===== config.mk =====
export PLATFORM = sky130hd
export DESIGN_NAME = time_set_ctrl
export DESIGN_NICKNAME = d
export VERILOG_FILES = /design/src/rtl/time_set_ctrl.sv
export SDC_FILE = /design/constraint.sdc
export NUM_CORES = 1
export LEC_CHECK = 0
export CAP_MARGIN = 40
export CORE_AREA = 5 5 129 131
export CTS_CLUSTER_DIAMETER = 100
export DETAILED_ROUTE_END_ITERATION = 8
export DIE_AREA = 0 0 134 136
export PLACE_DENSITY = 0.74
export REMOVE_ABC_BUFFERS = 1
export SLEW_MARGIN = 25
export SYNTH_ARGS = -nofsm -noshare
export SYNTH_HDL_FRONTEND = slang
export SYNTH_SLANG_ARGS = --single-unit

===== constraint.sdc =====
create_clock -name clk -period 8.5 [get_ports clk]
set_input_delay 2.55 -clock clk [delete_from_list [all_inputs] [get_ports clk]]
set_output_delay 2.55 -clock clk [all_outputs]
set_load 0.02 [all_outputs]

===== src/rtl/time_set_ctrl.sv =====
// rtl/time_set_ctrl.sv - front-panel time-setting controller (optional idle abort: TIME_SET_TIMEOUT_EN)
module time_set_ctrl #(
  parameter int unsigned DEBOUNCE_CYCLES = 100000,
  parameter int unsigned REPEAT_DELAY    = 50000000,
  parameter int unsigned REPEAT_PERIOD   = 10000000,
  parameter int unsigned PE_WIDTH        = 2,
  parameter int unsigned TIMEOUT_CYCLES  = 1000000000
) (
  input  logic       clk,
  input  logic       CR,
  input  logic       btn_mode,
  input  logic       btn_inc,
  input  logic [7:0] cur_hour,
  input  logic [7:0] cur_min,
  input  logic [7:0] cur_sec,
  output logic [7:0] pre_hour,
  output logic [7:0] pre_min,
  output logic [7:0] pre_sec,
  output logic       PE_hour,
  output logic       PE_min,
  output logic       PE_sec,
  output logic [1:0] set_field,
  output logic       busy
);

  // One counter width shared by every timer, sized for the largest limit.
  localparam int unsigned M0 = (DEBOUNCE_CYCLES > REPEAT_DELAY) ? DEBOUNCE_CYCLES : REPEAT_DELAY;
  localparam int unsigned M1 = (M0 > REPEAT_PERIOD) ? M0 : REPEAT_PERIOD;
  localparam int unsigned M2 = (M1 > PE_WIDTH) ? M1 : PE_WIDTH;
  localparam int unsigned CNT_MAX = (M2 > TIMEOUT_CYCLES) ? M2 : TIMEOUT_CYCLES;
  localparam int unsigned CW = $clog2(CNT_MAX + 1);

  localparam logic [CW-1:0] DB_LAST   = CW'(DEBOUNCE_CYCLES - 1);
  localparam logic [CW-1:0] REP_FIRST = CW'(REPEAT_DELAY);
  localparam logic [CW-1:0] REP_NEXT  = CW'(REPEAT_PERIOD);
  localparam logic [CW-1:0] PE_LAST   = CW'(PE_WIDTH);
  localparam logic [CW-1:0] CNT_ONE   = CW'(1);
`ifdef TIME_SET_TIMEOUT_EN
  localparam logic [CW-1:0] TO_LAST   = CW'(TIMEOUT_CYCLES - 1);
`endif

  typedef enum logic [2:0] {IDLE, SET_HOUR, SET_MIN, SET_SEC, LOAD} state_t;

  // Bit 0 is mode, bit 1 is inc.
  logic [1:0]    sync1_q, sync2_q, deb_q, deb_prev_q;
  logic [CW-1:0] db_cnt_q [2];
  logic [CW-1:0] rep_cnt_q;
  logic          rep_armed_q;
  logic          rep_tick, mode_evt, inc_evt;

  state_t        state_q, state_d;
  logic [7:0]    hour_q, hour_d, min_q, min_d, sec_q, sec_d;
  logic          pe_q, pe_d;
  logic [CW-1:0] pe_cnt_q, pe_cnt_d;
`ifdef TIME_SET_TIMEOUT_EN
  logic [CW-1:0] to_cnt_q, to_cnt_d;
`endif

  // Synchronise the raw buttons and accept a new level only after it has held steady.
  always_ff @(posedge clk or posedge CR) begin
    if (CR) begin
      sync1_q    <= '0;
      sync2_q    <= '0;
      deb_q      <= '0;
      deb_prev_q <= '0;
      for (int i = 0; i < 2; i++) db_cnt_q[i] <= '0;
    end else begin
      sync1_q    <= {btn_inc, btn_mode};
      sync2_q    <= sync1_q;
      deb_prev_q <= deb_q;
      for (int i = 0; i < 2; i++) begin
        if (sync2_q[i] == deb_q[i]) begin
          db_cnt_q[i] <= '0;
        end else if (db_cnt_q[i] == DB_LAST) begin
          deb_q[i]    <= sync2_q[i];
          db_cnt_q[i] <= '0;
        end else begin
          db_cnt_q[i] <= db_cnt_q[i] + CNT_ONE;
        end
      end
    end
  end

  // rep_cnt_q counts cycles since the inc edge (or the last repeat tick).
  assign rep_tick = deb_q[1] && (rep_cnt_q == (rep_armed_q ? REP_NEXT : REP_FIRST));
  assign mode_evt = deb_q[0] & ~deb_prev_q[0];
  assign inc_evt  = (deb_q[1] & ~deb_prev_q[1]) | rep_tick;

  // Auto-repeat timer: first tick after the long delay, then at the shorter period.
  always_ff @(posedge clk or posedge CR) begin
    if (CR) begin
      rep_cnt_q   <= '0;
      rep_armed_q <= 1'b0;
    end else if (!deb_q[1]) begin
      rep_cnt_q   <= '0;
      rep_armed_q <= 1'b0;
    end else if (rep_tick) begin
      rep_cnt_q   <= CNT_ONE;
      rep_armed_q <= 1'b1;
    end else begin
      rep_cnt_q   <= rep_cnt_q + CNT_ONE;
    end
  end

  // State, field copies and load strobe registers.
  always_ff @(posedge clk or posedge CR) begin
    if (CR) begin
      state_q  <= IDLE;
      hour_q   <= '0;
      min_q    <= '0;
      sec_q    <= '0;
      pe_q     <= 1'b0;
      pe_cnt_q <= '0;
`ifdef TIME_SET_TIMEOUT_EN
      to_cnt_q <= '0;
`endif
    end else begin
      state_q  <= state_d;
      hour_q   <= hour_d;
      min_q    <= min_d;
      sec_q    <= sec_d;
      pe_q     <= pe_d;
      pe_cnt_q <= pe_cnt_d;
`ifdef TIME_SET_TIMEOUT_EN
      to_cnt_q <= to_cnt_d;
`endif
    end
  end

  // Next-state logic; mode takes priority over a same-cycle increment.
  always_comb begin
    state_d  = state_q;
    hour_d   = hour_q;
    min_d    = min_q;
    sec_d    = sec_q;
    pe_d     = 1'b0;
    pe_cnt_d = '0;
`ifdef TIME_SET_TIMEOUT_EN
    to_cnt_d = '0;
`endif
    case (state_q)
      IDLE: begin
        if (mode_evt) begin
          hour_d  = (cur_hour > 8'd23) ? 8'd0 : cur_hour;
          min_d   = (cur_min  > 8'd59) ? 8'd0 : cur_min;
          sec_d   = (cur_sec  > 8'd59) ? 8'd0 : cur_sec;
          state_d = SET_HOUR;
        end
      end
      SET_HOUR: begin
        if (mode_evt)     state_d = SET_MIN;
        else if (inc_evt) hour_d  = (hour_q == 8'd23) ? 8'd0 : hour_q + 8'd1;
      end
      SET_MIN: begin
        if (mode_evt)     state_d = SET_SEC;
        else if (inc_evt) min_d   = (min_q == 8'd59) ? 8'd0 : min_q + 8'd1;
      end
      SET_SEC: begin
        if (mode_evt)     state_d = LOAD;
        else if (inc_evt) sec_d   = (sec_q == 8'd59) ? 8'd0 : sec_q + 8'd1;
      end
      LOAD: begin
        if (pe_cnt_q == PE_LAST) begin
          state_d = IDLE;
        end else begin
          pe_d     = 1'b1;
          pe_cnt_d = pe_cnt_q + CNT_ONE;
        end
      end
      default: state_d = IDLE;
    endcase
`ifdef TIME_SET_TIMEOUT_EN
    if (state_q == SET_HOUR || state_q == SET_MIN || state_q == SET_SEC) begin
      if (mode_evt || inc_evt) begin
        to_cnt_d = '0;
      end else if (to_cnt_q == TO_LAST) begin
        state_d = IDLE;
      end else begin
        to_cnt_d = to_cnt_q + CNT_ONE;
      end
    end
`endif
  end

  // Field indicator for the display blinker.
  always_comb begin
    set_field = 2'd0;
    case (state_q)
      SET_HOUR: set_field = 2'd1;
      SET_MIN:  set_field = 2'd2;
      SET_SEC:  set_field = 2'd3;
      default:  set_field = 2'd0;
    endcase
  end

  assign busy     = (state_q != IDLE);
  assign pre_hour = hour_q;
  assign pre_min  = min_q;
  assign pre_sec  = sec_q;
  assign PE_hour  = pe_q;
  assign PE_min   = pe_q;
  assign PE_sec   = pe_q;

endmodule


Word level (Yosys, flattened, before mapping). Cells that the tools add are included.

Input port bits: 28. RAM bits: 0. Output and inout bits: 30. Memories: 0. Register bits after elaboration: 157. Latch bits: 0. Memory bits (read-only): 0. Word-level logic and storage cells: 107.

Multipliers: 0. Add/subtract/negate cells: 7. Shift-type cells: 0. Reduce and logical (&&, ||, !) cells: 12. Bitwise operators: 7. Order comparisons: 3. Muxes and demuxes: 38. Divide/modulo/power cells: 0. Equality and inequality tests: 25.

Operators by type and width (number): $mux W30 (8); $add A30 B1 Y30 const B (4); $mux W8 (15); $eq A30 B17 Y1 const B (2); $pmux W8 S2 (3); $eq A30 B2 Y1 const B (1); $eq A30 B26 Y1 (1); $mux W26 (1); $add A8 B1 Y8 const B (3); $ne A2 B2 Y1 const B (11); $eq A8 B6 Y1 const B (2); $gt A8 B6 Y1 const B (2); $mux W3 (5); $pmux W3 S5 (1); $reduce_and A4 Y1 (3); $eq A8 B5 Y1 const B (1); $gt A8 B5 Y1 const B (1); $eq A3 B2 Y1 const B (2); $pmux W2 S3 (1); $reduce_bool A2 Y1 (3); $reduce_and A5 Y1 (1); $mux W1 (4); $not A1 Y1 (4); $reduce_and A2 Y1 (2); other kinds (9) (11).

Longest topological paths before layout.
Word-level depth: 7. Mapped depth: 8. Depth with buffers taken out: 7.

Worst setup path before layout. OpenSTA, ideal clock, no wires.

Path type: input-to-reg. Start: in cur_hour[3]. End: reg hour_q[3], in the netlist pre_hour[3]. Stages on the path: 4. Arrival: 3416 ps. Library setup time: 78 ps. Buffers on the path: 0. Path slack: 5006 ps. Required time: 8422 ps. Cells stage by stage: a211o_1 > nor3_1 > a22oi_1 > o2bb2ai_1.

Cells in the longest elaborated chain, start to end: 4.

Ends and longest elaborated chain: start, declared (line 13) `input logic [7:0] cur_hour,`; $gt A8 B5 Y1 (line 144) `hour_d = (cur_hour > 8'd23) ? 8'd0 : cur_hour;`; $mux W8 * (line 144); $mux W8 * (line 143) `if (mode_evt) begin`; $pmux W8 S2 * (line 141) `case (state_q)`; end signal, assigned (line 119) `hour_q <= hour_d;`; end, declared (line 52) `logic [7:0] hour_q, hour_d, min_q, min_d, sec_q, sec_d;`.

Mark *: on every way between the ends. The rest lies on a longest branch, timed or not. The select of a mux whose other input is x is not followed. A chain may end at the register's enable or synchronous reset.

Worst setup path in the final report.
Start: reg state_q[1]. End: out busy.

Cells in the longest elaborated chain, start to end: 1.

Ends and longest elaborated chain: start, declared (line 51) `state_t state_q, state_d;`; start signal, assigned (line 118) `state_q <= state_d;`; $reduce_bool A3 Y1 (line 196) `assign busy = (state_q != IDLE);`; end, declared (line 23) `output logic busy`.

Every way passes these cells.

==> results by group <==
Floorplanning
  – Die Ht: 136 µm
  – Starting Density: 53.4%
  – Boundary pin count: 58
  – Die X: 134 µm
  – Die Area: 18,200 µm²
  – FP Rows: 46
  – Core ar.: 15,500 µm²

Pwr
  – Leakage power: 3.83 nW
  – Cell area power density: 161 nW/µm²
  – Pint: 1.20 mW
  – Combinational Power Share: 3.4%
  – Total power: 1.54 mW
  – Seq pwr share: 49.3%
  – Clock power share: 47.3%
  – Sw Ratio: 21.6%
  – Switching Power: 0.332 mW
  – VDD IR max: 0.000156 V

Finish
  – Commonest non-fill, non-tap cells in the layout: 157 x dfrtp_1, 152 x nor2_1, 62 x xnor2_1
  – N_diodes: 0
  – Layout net count: 954
  – Most common cell after layout, fill and taps aside: dfrtp_1
  – Area delta synth->final: 15.8%
  – Layout cells sized above 1: 7.53%
  – Fin util: 61.8%
  – Post-route cell area: 9570 µm²

Global routing
  – Met3 Usage GRT: 5.77%
  – Pin count of the biggest net entering global routing: 59
  – Initial antenna violation count: 0
  – Gr ovfl total: 0
  – Vias in the first global route: 6,076
  – Layer with the highest usage: met2
  – GR Layer Usage met2: 29.9%
  – M1 GR Usage: 25.9%
  – Total GRT Usage: 19.1%
  – First-pass GRT wire length: 28.5 mm

CTS
  – Post-CTS Resized: 0
  – CTS tree: yes
  – Max clock buf depth: 2
  – CTS H-tree lvls: 4
  – Clk_lat worst skew: 0.43 ns
  – Clock Root Buffer: clkbuf_16
  – CTS buffer count: 17
  – CTS Hold Buffers Added: 0
  – Clk sinks: 157
  – Worst-path clk slew: 0.06 ns
  – Setup bufs post-CTS: 0

Drt
  – Avg WL per Cell: 14.9 µm
  – Via/cell ratio: 5.67
  – Drc violations: 0
  – Post-route ant nets: 0
  – Drt total wl: 16.7 mm
  – TritonRoute pass-1 iters: 5
  – Initial DRC count: 358
  – DR vias: 6,354

Synth
  – Seq/Total Area, Yosys: 47.5%
  – Leading post-synthesis cells by cell area: dfrtp_1 48%, nor2_1 6.9%, xnor2_1 6.6%
  – YS warnings: 0
  – Largest area contributor in the netlist: dfrtp_1
  – Area of the mapped netlist: 8270 µm²
  – Async S/R FF share, synth: 100%
  – Synth Flop Type: dfrtp_1
  – Share of the synthesized area in the top cell type: 47.5%
  – Syn Inst Count: 865
  – Seq cells post-synth: 157
  – Avg Inst Size Synth: 9.56 µm²
  – Number of synthesized flops with an enable pin: 0
  – Cell variety after synth: 63

Worst setup path
  – Critical Path Start: state_q[1]
  – RR Startpoint: state_q[2]
  – CP Capture Type: output port
  – Req. time, crit path: 5.95 ns
  – Crit path max fanout: 8
  – CP startpoint kind: flop
  – Worst Path Arrival: 1.83 ns
  – CP Class: reg -> out

Run
  – Max_cap viols: 0

Timing
  – Clk_skew: 0.00755 ns
  – Final Cycle Share: 51.5%
  – Setup TNS Final: 0 ns
  – Max Clock Freq: 0.228 GHz
  – Relative slew slack: 46.4%
  – Final Hold Fails: 0
  – Slew Limit Fails: 0
  – Final worst path period need: 4.38 ns
  – Hold slack: 0.371 ns
  – Setup Viol. Count Final: 0
  – RSZ-0062 raised after global routing: false
  – Worst slew pin tran: 0.796 ns

Placement
  – Dpl hpwl: 11.1 mm
  – GP Congestion: 0.860
  – Placed cell areas: 9020 µm²
  – Port-buffer cells: 57

Worst hold path
  – Worst Min Path Start: sync1_q[0]
  – Hold Crit Class: reg -> reg

Run status
  – Outcome: completed
routing by layer:
layer	routed length, µm	vias up
met2	7630	128
met4	233	0
li1	-	3150
met1	8050	3053
met5	0	-
met3	738	23
path summary, 6_finish.rpt:
| path | to | slack, ns | depth (start not counted) |
|---|---|---|---|
| max in group asynchronous | rep_cnt_q[15] | 4.58 | 4 |
| worst min-delay path | sync2_q[0] | 0.37 | 0 |
| worst min register to register | sync2_q[0] | 0.37 | 0 |
| worst max-delay path | busy | 4.12 | 2 |
| worst max register to register | pre_hour[5] | 6.13 | 5 |
| min in group asynchronous | sync1_q[1] | 2.51 | 2 |
stage by stage:
stage / setup WS [ns] / std cells
after global routing: 4.03 / 1121
after detailed placement: 4.04 / 1090
after global placement: 3.98 / 1087
final: 4.12 / 1121
after CTS: 4.10 / 1121
after floorplan: 1.72 / 834
synthesized netlist by cell type (2+ instances only):
library cell / count
a21boi_0: 2
a21oi_1: 10
a22oi_1: 6
a311oi_1: 2
a32o_1: 5
a41o_1: 2
and2_1: 4
and3_1: 21
and4_1: 14
and4bb_2: 2
buf_2: 10
buf_4: 4
clkbuf_1: 16
dfrtp_1: 157
ha_1: 9
inv_1: 32
mux2_2: 2
mux2_4: 2
nand2_1: 52
nand3_1: 57
nand4_1: 33
nor2_1: 152
nor2b_1: 3
nor3_1: 33
nor3b_1: 5
nor4_1: 26
nor4_2: 4
nor4_4: 4
nor4b_1: 5
o21ai_0: 16
o21ai_1: 2
o22ai_1: 7
o2bb2ai_1: 12
or2_2: 8
or3_1: 6
xnor2_1: 62
xor2_1: 52
critical path, cell delays in order, from the launching register on:
cell             delay, ns
dfrtp_1               0.45
or3_1                 0.39
clkdlybuf4s50_1       0.57
flip-flops by register name, indices dropped and copies added (netlist names), 3 cells and up:
signal / flops
pre_sec: 8
state_q: 3
db_cnt_q: 60
rep_cnt_q: 30
pre_min: 8
pe_cnt_q: 30
pre_hour: 8
power groups by stage:
stage	Clock (mW)	Sequential (mW)	Combinational (mW)
3_5_place_dp	0	0.771	0.0542
6_report	0.726	0.758	0.0526
2_1_floorplan	0	0.772	0.0245
5_1_grt	0.777	0.758	0.0594
4_1_cts	0.744	0.758	0.0544
3_3_place_gp	0	0.771	0.0521
cell families (layout without fill, tap and decap cells):
group | Yosys count | in the layout | share of synthesized area, %
adders and majority gates | 9 | 9 | 1.36
DFF | 157 | 157 | 47.5
buffers and inverters | 63 | 127 | 3.28
muxes | 4 | 4 | 0.635
and+or+nand+nor | 441 | 441 | 28.3
AOI/OAI and AO/OA | 77 | 77 | 6.82
xor gates and xnor gates | 114 | 114 | 12.1
cell type report:
class	count	area, µm²
Clock buffer	21	440
Clock inverter	10	116
Fill cell	1241	5910
Inverter	32	125
Multi-Input combinational cell	645	4080
Sequential cell	157	3930
Tap cell	192	240
Timing Repair Buffer	64	641
Power figures use the tool's default switching activity.
